`src/rtl/vector_lane_sequencer.sv`:
```
// Per-lane element sequencer: reads vs1/vs2 element operands, runs them through the ALU, writes vd.
// Two-stage read/execute pipeline at one element per cycle; new instructions wait in IDLE via start_ready.
module vector_lane_sequencer #(
  parameter int LONGEST_LEN      = 64,
  parameter int VECTOR_SIZE      = 8,
  parameter int ENTRY_INDEX_SIZE = 3,
  parameter int REG_INDEX_SIZE   = 5
) (
  input  logic                        clk,
  input  logic                        rst,
  input  logic                        start_valid,
  output logic                        start_ready,
  input  logic [ENTRY_INDEX_SIZE:0]   vl,
  input  logic [2:0]                  vsew,
  input  logic                        vm,
  input  logic [5:0]                  opcode,
  input  logic [REG_INDEX_SIZE-1:0]   vd_idx,
  input  logic [REG_INDEX_SIZE-1:0]   vs1_idx,
  input  logic [REG_INDEX_SIZE-1:0]   vs2_idx,
  input  logic [VECTOR_SIZE-1:0]      mask_bits,
  output logic                        rd_en,
  output logic [REG_INDEX_SIZE-1:0]   rd_vs1_idx,
  output logic [REG_INDEX_SIZE-1:0]   rd_vs2_idx,
  output logic [ENTRY_INDEX_SIZE-1:0] rd_elem,
  input  logic [LONGEST_LEN-1:0]      rd_vs1_data,
  input  logic [LONGEST_LEN-1:0]      rd_vs2_data,
  output logic [LONGEST_LEN-1:0]      alu_vs1,
  output logic [LONGEST_LEN-1:0]      alu_vs2,
  output logic [5:0]                  alu_opcode,
  output logic [2:0]                  alu_vsew,
  output logic                        alu_vm,
  input  logic [LONGEST_LEN-1:0]      alu_result,
  output logic                        wr_en,
  output logic [REG_INDEX_SIZE-1:0]   wr_vd_idx,
  output logic [ENTRY_INDEX_SIZE-1:0] wr_elem,
  output logic [LONGEST_LEN-1:0]      wr_data,
  output logic                        busy,
  output logic                        done
);

  localparam int CW = ENTRY_INDEX_SIZE + 1;
  localparam logic [CW-1:0] MAX_LEN = CW'(VECTOR_SIZE);

  typedef enum logic [1:0] {
    S_IDLE,
    S_RUN,
    S_DRAIN,
    S_DONE
  } state_t;

  state_t                      state_q, state_d;
  logic [CW-1:0]               rcnt_q, rcnt_d;
  logic [CW-1:0]               len_q, len_d;
  logic [2:0]                  vsew_q, vsew_d;
  logic                        vm_q, vm_d;
  logic [5:0]                  opcode_q, opcode_d;
  logic [REG_INDEX_SIZE-1:0]   vd_q, vd_d;
  logic [REG_INDEX_SIZE-1:0]   vs1_q, vs1_d;
  logic [REG_INDEX_SIZE-1:0]   vs2_q, vs2_d;
  logic [VECTOR_SIZE-1:0]      mask_q, mask_d;
  logic                        ex_vld_q, ex_vld_d;
  logic [ENTRY_INDEX_SIZE-1:0] ex_elem_q, ex_elem_d;

  logic [CW-1:0] len_in;
  logic          rd_issue;
  logic          ex_active;

  assign len_in = (vl > MAX_LEN) ? MAX_LEN : vl;

  always_ff @(posedge clk) begin
    if (rst) begin
      state_q   <= S_IDLE;
      rcnt_q    <= '0;
      len_q     <= '0;
      vsew_q    <= '0;
      vm_q      <= 1'b0;
      opcode_q  <= '0;
      vd_q      <= '0;
      vs1_q     <= '0;
      vs2_q     <= '0;
      mask_q    <= '0;
      ex_vld_q  <= 1'b0;
      ex_elem_q <= '0;
    end else begin
      state_q   <= state_d;
      rcnt_q    <= rcnt_d;
      len_q     <= len_d;
      vsew_q    <= vsew_d;
      vm_q      <= vm_d;
      opcode_q  <= opcode_d;
      vd_q      <= vd_d;
      vs1_q     <= vs1_d;
      vs2_q     <= vs2_d;
      mask_q    <= mask_d;
      ex_vld_q  <= ex_vld_d;
      ex_elem_q <= ex_elem_d;
    end
  end

  always_comb begin
    state_d   = state_q;
    rcnt_d    = rcnt_q;
    len_d     = len_q;
    vsew_d    = vsew_q;
    vm_d      = vm_q;
    opcode_d  = opcode_q;
    vd_d      = vd_q;
    vs1_d     = vs1_q;
    vs2_d     = vs2_q;
    mask_d    = mask_q;
    ex_vld_d  = 1'b0;
    ex_elem_d = ex_elem_q;
    rd_issue  = 1'b0;

    case (state_q)
      S_IDLE: begin
        if (start_valid) begin
          len_d    = len_in;
          vsew_d   = vsew;
          vm_d     = vm;
          opcode_d = opcode;
          vd_d     = vd_idx;
          vs1_d    = vs1_idx;
          vs2_d    = vs2_idx;
          mask_d   = mask_bits;
          rcnt_d   = '0;
          state_d  = (len_in != '0) ? S_RUN : S_DONE;
        end
      end
      S_RUN: begin
        if (rcnt_q < len_q) begin
          rd_issue  = 1'b1;
          ex_vld_d  = 1'b1;
          ex_elem_d = rcnt_q[ENTRY_INDEX_SIZE-1:0];
          rcnt_d    = rcnt_q + CW'(1);
          if (rcnt_d == len_q) begin
            state_d = S_DRAIN;
          end
        end else begin
          state_d = S_DRAIN;
        end
      end
      S_DRAIN: begin
        state_d = S_DONE;
      end
      S_DONE: begin
        state_d = S_IDLE;
      end
      default: begin
        state_d = S_IDLE;
      end
    endcase
  end

  // Strobes are masked by rst so an abort takes effect within the reset cycle itself.
  assign busy        = (state_q != S_IDLE);
  assign start_ready = (state_q == S_IDLE) && !rst;
  assign done        = (state_q == S_DONE) && !rst;

  assign rd_en      = rd_issue && !rst;
  assign rd_elem    = rd_en ? rcnt_q[ENTRY_INDEX_SIZE-1:0] : '0;
  assign rd_vs1_idx = busy ? vs1_q : '0;
  assign rd_vs2_idx = busy ? vs2_q : '0;

  assign alu_vs1    = ex_vld_q ? rd_vs1_data : '0;
  assign alu_vs2    = ex_vld_q ? rd_vs2_data : '0;
  assign alu_opcode = opcode_q;
  assign alu_vsew   = vsew_q;
  assign alu_vm     = vm_q;

  // Masked-off elements still occupy their slot; only the write strobe is suppressed.
  assign ex_active = ex_vld_q && (vm_q || mask_q[ex_elem_q]);
  assign wr_en     = ex_active && !rst;
  assign wr_vd_idx = vd_q;
  assign wr_elem   = ex_elem_q;
  assign wr_data   = ex_vld_q ? alu_result : '0;

endmodule

```
`config.mk`:
```
export PLATFORM = sky130hd
export DESIGN_NAME = vector_lane_sequencer
export DESIGN_NICKNAME = d
export VERILOG_FILES = /design/src/rtl/vector_lane_sequencer.sv
export SDC_FILE = /design/constraint.sdc
export NUM_CORES = 1
export LEC_CHECK = 0
export CORE_AREA = 2 2 179 181
export CTS_CLUSTER_DIAMETER = 80
export DETAILED_ROUTE_END_ITERATION = 10
export DIE_AREA = 0 0 181 183
export HOLD_SLACK_MARGIN = 0.12
export PLACE_DENSITY = 0.47
export SLEW_MARGIN = 40
export SYNTH_ARGS = -nofsm -noshare
export SYNTH_HDL_FRONTEND = slang
export SYNTH_SLANG_ARGS = --single-unit
```
`constraint.sdc`:
```
create_clock -name clk -period 2 [get_ports clk]
set_input_delay 0.4 -clock clk [delete_from_list [all_inputs] [get_ports clk]]
set_output_delay 0.4 -clock clk [all_outputs]
set_load 0.01 [all_outputs]
```
==> summary.txt <==
Clock network
  • Hold_buf cts: 0
  • Num CTS Buffers: 5
  • Clock latency on the worst-skew pair: 0.29 ns
  • Max clock buf depth: 2
  • Clk slew on worst S/H paths: 0.07 ns
  • Number of H-tree levels: 2
  • CTS sink count: 47
  • CTS tree: done
  • Root buffer cell: clkbuf_16

Synth
  • Synth Area per Inst: 7.01 um2
  • Yosys top cell area share: 36.2%
  • Synth Instances: 481
  • Netlist cell types: 27
  • Area leader, netlist: and2_1
  • Yosys Warn Count: 0
  • Top cells by area, synth: and2_1, dfxtp_1, nand2_1, a21oi_1, clkbuf_1
  • Syn Nets: 722
  • Seq/Total Area, Yosys: 27.9%
  • Yosys reg bits: 47
  • Cell Area, Synth: 3370 um2

Setup path
  • CP Launch Point: wr_elem[0]
  • Worst reg2reg path startpoint: rcnt_q[0]
  • Crit path capture type: primary output
  • Worst EP arrival: 1.66 ns
  • Sum of buffers and inverters on the critical path: 2
  • Slowest CP cell: mux4_2
  • Worst R2R End: state_q[0]
  • Worst setup path class: reg -> out
  • CP max stage delay: 0.50 ns
  • Critical path fanouts, max: 3
  • Critical Path Start Type: register
  • FF-to-FF path depth: 6
  • Critical path, cell by cell: buf_6, mux4_2, a211oi_2, nor3b_1, buf_2
  • Delay-heaviest family, CP: multiplexers
  • Critical path depth: 5
  • Worst setup path end: wr_en
  • R2r setup slk: 0.06 ns
  • Worst path required time: 1.60 ns

GRT
  • Largest net degree at the start of global routing: 60
  • Antenna violations before repair: 7
  • Total grt overflow: 0
  • First-pass GRT wire length: 34500 um
  • Total track usage: 14.0%
  • Number of global-route vias before repair: 4974

Placement
  • HPWL after DPL: 21600 um
  • GP Congestion: 0.823
  • Placed cells: 1340
  • Post-placement cell area: 8690 um2
  • Port bufs: 459
  • Setup WS pre-CTS: -0.385 ns

STA
  • Slew @ Worst Pin: 0.387 ns
  • Slew margin rel.: 73.9%
  • Skew final: 0.00550 ns
  • Crit path time final: 2.06 ns
  • Final Hold Vio Count: 0
  • Hold Slack: 0.449 ns
  • Final setup violation count: 3
  • Slew Viols, Final: 0
  • Crit share post-route: 103%
  • Maximum clock rate: 486 MHz
  • RSZ-0062 raised after global routing: true
  • PnR worst setup slack: -0.0575 ns

Cells and area
  • Final std cells w/o fill: 1363
  • Nets: 1198
  • Area growth, synth to finish: 162%
  • Layout cell share with drive strength beyond 1: 13.5%
  • Design area: 8840 um2

Worst hold path
  • Worst hold start: vs1_q[1]
  • Class of the tightest hold or removal check: reg -> reg

Power and ir drop
  • LEAKAGE: 4.28 nW
  • Overall power: 4.81 mW
  • Peak VDD IR: 0.508 mV
  • PD cells: 544 nW/um2

Floorplanning
  • Num ports: 460
  • Height of the die: 183 um
  • Die ar.: 33100 um2
  • # rows: 65
  • Initial Util: 10.8%
  • Chip width: 181 um
  • Area of the core: 31200 um2

Drt
  • WL final: 25700 um
  • Drt pass-1 iters: 4
  • Antenna-violating nets left: 0
  • DR vias: 4957
  • Vias per inst: 3.64
  • Drt drc: 0
  • Average routed wire per standard cell: 18.8 um
  • 1st-iter DRT viols: 163

Status
  • Status: finished with violations
  • Violated checks: setup timing

Run
  • Max Cap Viol: 0
[cell type report]
cell class | instances | area [um2]
Antenna cell | 3 | 7.51
Clock buffer | 6 | 129
Clock inverter | 2 | 60.1
Fill cell | 3480 | 22400
Inverter | 8 | 30.0
Multi-Input combinational cell | 389 | 2420
Sequential cell | 47 | 953
Tap cell | 402 | 503
Timing Repair Buffer | 506 | 4740
[flip-flops by register name, indices dropped and copies added (netlist names), 2 cells and up]
name and flops:
vs1_q 5, mask_q 8, state_q 2, alu_vsew 3, rcnt_q 4, wr_vd_idx 5, alu_opcode 6, vs2_q 5
wr_elem 3, len_q 4
[cell families (layout without fill, tap and decap cells)]
logic type	after synthesis	in the layout	share of synthesized area [%]
xor+xnor	5	5	1.30
mux	2	2	1.34
other cells	0	3	0
flops	47	47	27.9
compound gates	58	58	9.31
buf+inv	45	522	5.01
fa+ha+maj	9	9	3.34
simple gates	315	315	51.8
[cells in the final DEF (no fill, tap or decap), drive strengths merged, types with 6 or more instances in the layout]
cell type,count
inv,8
a21oi,44
clkbuf,43
buf,51
clkdlybuf4s50,249
nor2,6
clkdlybuf4s15,11
and2,195
nand2,81
nor2b,12
ha,9
dfxtp,47
dlygate4sd2,154
[synth_stat cells]
library cell,n
o21ai_0,4
nand2_1,81
mux4_2,2
dfxtp_1,47
and2_1,195
a31oi_1,3
xnor2_1,3
nand3b_1,3
nand2b_1,5
nor2_1,6
a211oi_1,2
inv_1,8
or3_1,2
nor2b_1,12
nor3b_1,1
ha_1,9
nor4_1,1
nand3_1,4
o211ai_1,1
a21oi_1,44
clkbuf_1,34
o22ai_1,1
a221oi_1,3
buf_1,3
xor2_1,2
or2_2,1
nor3_1,4
[report_power, final]
group	total, mW	internal, mW	switching, mW
Clock	1.10	0.718	0.386
Combinational	2.55	1.38	1.18
Sequential	1.16	1.08	0.0741
[worst reg2reg max path, delay by kind of cell (launching register included)]
family,cells,cell delay (ns)
flip-flops,1,0.32
AO/OA/AOI/OAI,1,0.25
buffers and inverters,1,0.15
adder cells (fa/ha/maj),1,0.24
XOR/XNOR,1,0.13
AND/OR/NAND/NOR,2,0.76
[per-layer routing]
metal	global-route usage, %	share of wire (%)	vias up
met5	0	0	-
met1	14.9	37	2245
met3	5.86	9.8	15
met2	26.6	53	236
li1	-	-	2461
met4	1.89	0.78	0
[worst min path at each step]
| stage | cells past startpoint | slack [ns] | endpoint |
|---|---|---|---|
| finish | 2 | 0.45 | vs1_q[1] |
| global route | 2 | 0.47 | mask_q[7] |
| CTS | 2 | 0.45 | vs1_q[3] |
| detailed placement | 2 | 0.44 | vs1_q[3] |
| global placement | 2 | 0.44 | vs2_q[4] |
| floorplan | 2 | 0.43 | vs1_q[0] |
[through the flow]
stage	utilization, %	setup TNS [ns]
6_report	28.3	-0.130
5_1_grt	28.3	-0.443
4_1_cts	28.0	-0.863
3_5_place_dp	27.8	-1.17
3_3_place_gp	27.8	-1.03
2_1_floorplan	-	0
[timing repair]
item	CTS	global route
pin swaps	7	3
buffers inserted	1	8
setup endpoints to repair	210	20
gates resized for setup	244	96
cloned	0	3
Note: power is estimated with default switching activity, not from simulation.
